<file path="config.mk">
export PLATFORM = sky130hd
export DESIGN_NAME = fetch_stage
export DESIGN_NICKNAME = d
export VERILOG_FILES = /design/src/rtl/pipeline_pkg.sv /design/src/rtl/if_id_reg.sv /design/src/rtl/fetch_stage.sv
export SDC_FILE = /design/constraint.sdc
export NUM_CORES = 1
export LEC_CHECK = 0
export BUFFER_PORTS_ARGS = -buffer_cell sky130_fd_sc_hd__buf_2
export CORE_ASPECT_RATIO = 1.2
export CORE_MARGIN = 2
export CORE_UTILIZATION = 45
export CTS_BUF_LIST = sky130_fd_sc_hd__clkbuf_8
export CTS_CLUSTER_DIAMETER = 50
export CTS_CLUSTER_SIZE = 16
export DETAILED_ROUTE_END_ITERATION = 7
export GPL_ROUTABILITY_DRIVEN = 0
export GPL_TIMING_DRIVEN = 0
export MAX_ROUTING_LAYER = met4
export PLACE_DENSITY = 0.83
export SLEW_MARGIN = 20
export SYNTH_ARGS = -nofsm -noshare
export SYNTH_HDL_FRONTEND = slang
export SYNTH_SLANG_ARGS = --single-unit
</file>
<file path="constraint.sdc">
create_clock -name clk -period 15 [get_ports clk]
set_clock_uncertainty 0.2 [all_clocks]
set_input_delay 2.25 -clock clk [delete_from_list [all_inputs] [get_ports clk]]
set_output_delay 2.25 -clock clk [all_outputs]
set_load 0.02 [all_outputs]
</file>
<file path="src/rtl/pipeline_pkg.sv">
// Shared pipeline types: next-PC selector classes and the IF/ID register layout used by fetch and decode.
package pipeline_pkg;

    localparam int          XLEN      = 32;
    localparam logic [31:0] NOP_INSTR = 32'h0000_0013;  // addi x0,x0,0

    typedef enum logic [1:0] {
        EX_REDIRECT,
        HOLD,
        PREDICT,
        SEQ
    } npc_sel_t;

    typedef struct packed {
        logic [XLEN-1:0] instr;
        logic [XLEN-1:0] pc;
        logic [XLEN-1:0] pc_plus4;
        logic            pred_taken;
        logic            valid;
    } if_id_t;

    function automatic if_id_t if_id_bubble(input logic [XLEN-1:0] nop);
        if_id_t b;
        b.instr      = nop;
        b.pc         = '0;
        b.pc_plus4   = '0;
        b.pred_taken = 1'b0;
        b.valid      = 1'b0;
        return b;
    endfunction

endpackage

</file>
<file path="src/rtl/if_id_reg.sv">
// IF/ID pipeline register: flush inserts a bubble, stall holds, otherwise captures the fetched word.
module if_id_reg
    import pipeline_pkg::*;
#(
    parameter logic [XLEN-1:0] NOP = NOP_INSTR
) (
    input  logic   clk,
    input  logic   rst,
    input  logic   stall,
    input  logic   flush,
    input  if_id_t d,
    output if_id_t q
);

    // NOTE: sequential state uses non-blocking assignments so every flop samples pre-edge values.
    always_ff @(posedge clk or posedge rst) begin
        if (rst) begin
            q <= if_id_bubble(NOP);
        end else if (flush) begin
            q <= if_id_bubble(NOP);
        end else if (!stall) begin
            q <= d;
        end
    end

endmodule

</file>
<file path="src/rtl/fetch_stage.sv">
// IF stage: PC register with prioritized next-PC selection, IF/ID register and redirect/stall counters.
module fetch_stage
    import pipeline_pkg::*;
#(
    parameter int                    DATA_WIDTH = XLEN,
    parameter logic [DATA_WIDTH-1:0] RESET_PC   = '0,
    parameter logic [DATA_WIDTH-1:0] NOP        = NOP_INSTR
) (
    input  logic                  clk,
    input  logic                  rst,
    input  logic                  StallF,
    input  logic                  StallD,
    input  logic                  FlushD,
    input  logic [DATA_WIDTH-1:0] PCBPU,
    input  logic                  PCBPUSrc,
    input  logic                  flushBranch,
    input  logic [DATA_WIDTH-1:0] PCTargetE,
    input  logic                  JumpE,
    input  logic [DATA_WIDTH-1:0] InstrMemRD,
    output logic [DATA_WIDTH-1:0] PCF,
    output logic [DATA_WIDTH-1:0] InstrF,
    output logic [DATA_WIDTH-1:0] InstrD,
    output logic [DATA_WIDTH-1:0] PCD,
    output logic [DATA_WIDTH-1:0] PCPlus4D,
    output logic                  PredTakenD,
    output logic                  ValidD,
    output logic [31:0]           RedirectCnt,
    output logic [31:0]           StallCnt
);

    localparam logic [DATA_WIDTH-1:0] PC_STEP = DATA_WIDTH'(4);

    logic                  ex_redirect;
    npc_sel_t              npc_sel;
    logic [DATA_WIDTH-1:0] pc_plus4;
    logic [DATA_WIDTH-1:0] next_pc_raw;
    logic [DATA_WIDTH-1:0] next_pc;
    if_id_t                if_id_d;
    if_id_t                if_id_q;

    assign ex_redirect = flushBranch | JumpE;
    assign pc_plus4    = PCF + PC_STEP;
    assign InstrF      = InstrMemRD;

    // An EX redirect discards the stalled (younger) instruction, so it outranks StallF.
    always_comb begin
        if (ex_redirect)   npc_sel = EX_REDIRECT;
        else if (StallF)   npc_sel = HOLD;
        else if (PCBPUSrc) npc_sel = PREDICT;
        else               npc_sel = SEQ;
    end

    // NOTE: every path of a combinational block assigns its outputs, so no latch is inferred.
    always_comb begin
        next_pc_raw = pc_plus4;
        unique case (npc_sel)
            EX_REDIRECT: next_pc_raw = flushBranch ? PCBPU : PCTargetE;
            HOLD:        next_pc_raw = PCF;
            PREDICT:     next_pc_raw = PCBPU;
            SEQ:         next_pc_raw = pc_plus4;
            default:     next_pc_raw = pc_plus4;
        endcase
        next_pc = {next_pc_raw[DATA_WIDTH-1:2], 2'b00};
    end

    always_ff @(posedge clk or posedge rst) begin
        if (rst) PCF <= RESET_PC;
        else     PCF <= next_pc;
    end

    always_comb begin
        if_id_d.instr      = InstrMemRD;
        if_id_d.pc         = PCF;
        if_id_d.pc_plus4   = pc_plus4;
        if_id_d.pred_taken = PCBPUSrc & ~ex_redirect;
        if_id_d.valid      = 1'b1;
    end

    if_id_reg #(.NOP(NOP)) u_if_id (
        .clk   (clk),
        .rst   (rst),
        .stall (StallD),
        .flush (FlushD | ex_redirect),
        .d     (if_id_d),
        .q     (if_id_q)
    );

    assign InstrD     = if_id_q.instr;
    assign PCD        = if_id_q.pc;
    assign PCPlus4D   = if_id_q.pc_plus4;
    assign PredTakenD = if_id_q.pred_taken;
    assign ValidD     = if_id_q.valid;

    // Performance counters saturate rather than wrap.
    always_ff @(posedge clk or posedge rst) begin
        if (rst) begin
            RedirectCnt <= '0;
            StallCnt    <= '0;
        end else begin
            if (ex_redirect && RedirectCnt != 32'hFFFF_FFFF)
                RedirectCnt <= RedirectCnt + 32'd1;
            if (StallF && !ex_redirect && StallCnt != 32'hFFFF_FFFF)
                StallCnt <= StallCnt + 32'd1;
        end
    end

endmodule
</file>
After elaboration in Yosys (flattened, before gate mapping)
Index checks and enable logic that the tools add are counted.
Widths: inputs -> output; s select.
{"block": "word_totals", "out_inout_bits": 226, "input_bits": 104, "ff_bits": 192}
{"block": "op_classes", "muxes": 7, "bitwise_logic": 4, "reduce_logical": 5, "add_sub_neg": 3, "n_eq_ne": 6}
{"op": "$mux 98", "n": 2}
{"op": "$pmux 32 s4", "n": 1}
{"op": "$add 32x1->32 const B", "n": 2}
{"op": "$ne 32x32->1 const B", "n": 2}
{"op": "$add 32x3->32 const B", "n": 1}
{"op": "$mux 32", "n": 1}
{"op": "$eq 2x2->1 const B", "n": 2}
{"op": "$mux 2", "n": 2}
{"op": "$logic_and 1x1->1", "n": 3}
{"op": "$eq 2x1->1 const B", "n": 1}
{"op": "$logic_not 2->1", "n": 1}
{"op": "$ne 2x1->1 const B", "n": 1}
{"op": "$or 1x1->1", "n": 2}
{"op": "$and 1x1->1", "n": 1}
{"op": "$logic_not 1->1", "n": 1}
{"op": "$mux 1", "n": 1}
{"op": "$not 1->1", "n": 1}

Longest topological paths before layout
{"block": "logic_depth", "word_depth": 5, "depth_mapped": 8}

Cells and area by module
Synthesis repeated with hierarchy kept, for this count alone.
{"block": "hier_totals", "hier_cells": 948, "hier_area_um2": 9950.8}
{"module": "fetch_stage", "seq_area_each_um2": 2352.3, "instances": 1, "cells_each": 631, "area_per_inst_um2": 5906.9}
{"module": "if_id_reg", "seq_area_each_um2": 2456.1, "instances": 1, "cells_each": 317, "area_per_inst_um2": 4043.9}

Least setup slack after synthesis
OpenSTA, ideal clock, no wires.
{"block": "synth_path", "path_kind": "input to output", "startpoint": "in InstrMemRD[0]", "endpoint": "out InstrF[0]", "t_arrival_ns": 2.384, "path_stages": 1, "slack_ns": 10.166, "cell_sequence": "buf_4"}
{"item": "start, declared", "line": "fetch_stage.sv:19", "source": "input logic [DATA_WIDTH-1:0] InstrMemRD,"}
{"item": "end, declared", "line": "fetch_stage.sv:21", "source": "output logic [DATA_WIDTH-1:0] InstrF,"}
No word-level cell between the ends.

Worst setup path in the final report
{"block": "layout_path", "startpoint": "in InstrMemRD[26]", "endpoint": "out InstrF[26]"}
No word-level cell between the ends.

==> summary.md <==
| Metric | Value |
|---|---|
| Row cnt | `57` |
| RSZ-0062 raised after global routing | `no` |
| Commonest cells after routing, fill and taps aside | `buf_2, dfrtp_1, nand2_1` |
| Yosys top cell by area | `dfrtp_1` |
| Reg-to-Reg End | `PCF[26]$_DFFE_PP0P_` |
| Count of warnings emitted by yosys | `0` |
| I/O pins | `330` |
| Top_reg_cell synth | `dfrtp_1` |
| Adder-cell share of the synthesized area | `0.409%` |
| Sequential fraction of the synthesis area | `51.3%` |
| Synth Register Bits | `188` |
| R2R setup slack | `12.34 ns` |
| Static leakage | `5.89 nW` |
| Crit start category | `input port` |
| Post-cts sizing count | `0` |
| Drt first pass iters | `5` |
| Initial drt markers | `717` |
| Max cap viols | `0` |
| Synthesized netlist cell count | `859` |
| Cts bufs inserted | `17` |
| Worst EP required | `12.55 ns` |
| Worst-case clock buffer depth | `2` |
| DIE AREA | `21600 um^2` |
| Vias in the first global route | `7935` |
| GRT Util Overall | `27.0%` |
| Combinational family with the most area after synthesis | `simple AND/OR/NAND/NOR gates` |
| Setup CP Type | `input port to output port` |
| IO Port Bufs | `315` |
| Via count | `8394` |
| Area Overhead vs Synth | `25.8%` |
| Post-synthesis mux area share | `0.913%` |
| Cts-stage hold buffer count | `0` |
| Initial antenna violation count | `10` |
| Clock Latency Late Sink | `0.47 ns` |
| Slew Limit Fails | `0` |
| Nets@finish | `1306` |
| CTS clk-pin slew, worst paths | `0.09 ns` |
| Number of post-CTS setup repair buffers | `0` |
| Setup Viol. Count Final | `0` |
| Wire length per cell | `19.3 um` |
| Largest net degree at the start of global routing | `105` |
| GRT overflow | `0` |
| Drt drc | `0` |
| Critical Path AT | `2.64 ns` |
| Synth area leaders | `dfrtp_1, a22o_1, xnor2_1, nand2_1, xor2_1` |
| HP Class | `flop to flop` |
| PwrDens | `96.8 nW/um^2` |
| Die H | `160 um` |
| Post-synth top area share | `50.4%` |
| Fraction of the mapped netlist area in simple logic gates | `16.6%` |
| CTS tree | `built` |
| Final min period | `5.09 ns` |
| Fmax achieved | `0.196 GHz` |
| DR vias/cell | `5.64` |
| Crit path max fanout | `2` |
| Hold worst-path end | `u_if_id.q[4]$_DFFE_PP0P_` |
| Final critical-path share of the clock period | `33.9%` |
| Compound-gate portion of the synthesized area | `16.0%` |
| Unique cell type count in the Yosys netlist | `59` |
| Clk root buf | `clkbuf_8` |
| Mapped cell area | `9180 um^2` |
| VDD IR max | `0.0583 mV` |
| Worst hold start | `u_if_id.q[4]$_DFFE_PP0P_` |
| Worst Max-Slew Pin Slew | `0.986 ns` |
| Status | `complete, no violations` |
| Die Wd | `134 um` |
| Fraction of layout cells with a size suffix above 1 | `35.3%` |
| Ys async rst share | `100%` |
| Fin util | `57.4%` |
| Most common cell after layout, fill and taps aside | `buf_2` |
| First-pass GRT wire length | `43.8 mm` |
| CORE AREA | `20100 um^2` |
| Final ANT Viol Nets | `0` |
| Slew headroom | `33.9%` |
| Post-synth EDFFs | `0` |
| Placed cell count | `1445` |
| Starting Density | `45.7%` |
| Worst hold slack | `0.281 ns` |
| Setup crit end kind | `output port` |
| Hold Path Stages | `2` |
| Avg Inst Size Synth | `10.7 um^2` |
| Fin. Hold Viols | `0` |
| CTS H-tree lvls | `4` |
| Fin area | `11500 um^2` |
| Routed WL | `28.8 mm` |
| Clock Sink Count | `188` |
| HPWL Detailed | `21.7 mm` |
| Final non-filler cell total | `1487` |
| Dpl cell area | `11100 um^2` |
| FF-to-FF Start | `PCF[2]$_DFFE_PP0P_` |
| XOR/XNOR Fraction of Synth Area | `8.49%` |
| Final setup TNS | `0 ns` |
| R2r worst-path depth | `7` |
[where the power goes]
part	internal, W	leakage (nW)	switching [W]
logic	0.0000819	3.19	0.000133
registers	0.000535	2.51	0.0000404
clock network	0.000126	0.192	0.000201
[metrics by stage]
step                total power, W  setup slack (ns)
floorplan                 0.000710              7.44
global placement          0.000790              5.30
detailed placement        0.000798              9.91
CTS                        0.00112              9.91
global route               0.00117              9.90
finish                     0.00112              9.91
[cells in the mapped netlist, types with 3 or more instances]
cell type and instances:
dfrtp_1 185, nand2_1 78, a22o_1 72, xnor2_1 56, a21oi_1 45, nand3_1 40, buf_4 38, clkbuf_1 34
xor2_1 33, nand4_1 28, o21ai_0 24, nor2_1 21, inv_1 18, nor3_1 16, buf_2 15, a221o_1 14
nand3b_1 14, and4_1 12, and3_1 11, nand2b_1 10, o31a_1 10, nor3_2 6, a211oi_1 5, mux2i_1 5
o22ai_1 5, or3_1 5, nor2b_1 4, and2_1 3, buf_1 3, dfstp_2 3, ha_1 3, mux2_2 3
nor4_1 3, o22a_1 3
[flip-flops by register name (all words and copies together) (netlist names)]
signal       count
PCF             30
RedirectCnt     32
u_if_id.q       94
StallCnt        32
[routing by layer]
metal / track usage (%) / part of all wire (%) / up-vias
met2: 44.8 / 50 / 463
met1: 32.2 / 38 / 4092
met4: 10.2 / 3.2 / 0
li1: - / - / 3771
met3: 5.93 / 8.4 / 68
met5: - / 0 / -
[worst max-delay path, stage by stage]
cell	delay, ns
buf_2	0.12
buf_4	0.12
buf_2	0.15
[cells by family (layout without fill, tap and decap cells)]
kind of cell | count (synthesis) | after routing
buffers and inverters | 109 | 456
and+or+nand+nor | 267 | 267
xor gates and xnor gates | 89 | 89
AOI/OAI and AO/OA | 194 | 194
adders and majority gates | 3 | 3
muxes | 8 | 8
other | 1 | 17
DFF | 188 | 188
[cell type report]
cell class | instances | area [um^2]
repair buffers | 316 | 1600
clock buffers | 18 | 248
inverters | 18 | 75.1
plain buffers | 91 | 510
clock inverters | 13 | 129
diodes | 11 | 27.5
well taps | 265 | 332
multi-input cells | 567 | 3910
flip-flops and latches | 188 | 4710
fillers | 1754 | 8560
[worst max path at each step]
stage	slack (ns)	startpoint	endpoint
after floorplan	7.44	rst	PCF[10]$_DFFE_PP0P_
after global placement	5.30	rst	u_if_id.q[53]$_DFFE_PP0P_
after detailed placement	9.91	InstrMemRD[27]	InstrF[27]
after CTS	9.91	InstrMemRD[27]	InstrF[27]
after global routing	9.90	InstrMemRD[27]	InstrF[27]
final	9.91	InstrMemRD[26]	InstrF[26]
Power figures use the tool's default switching activity.
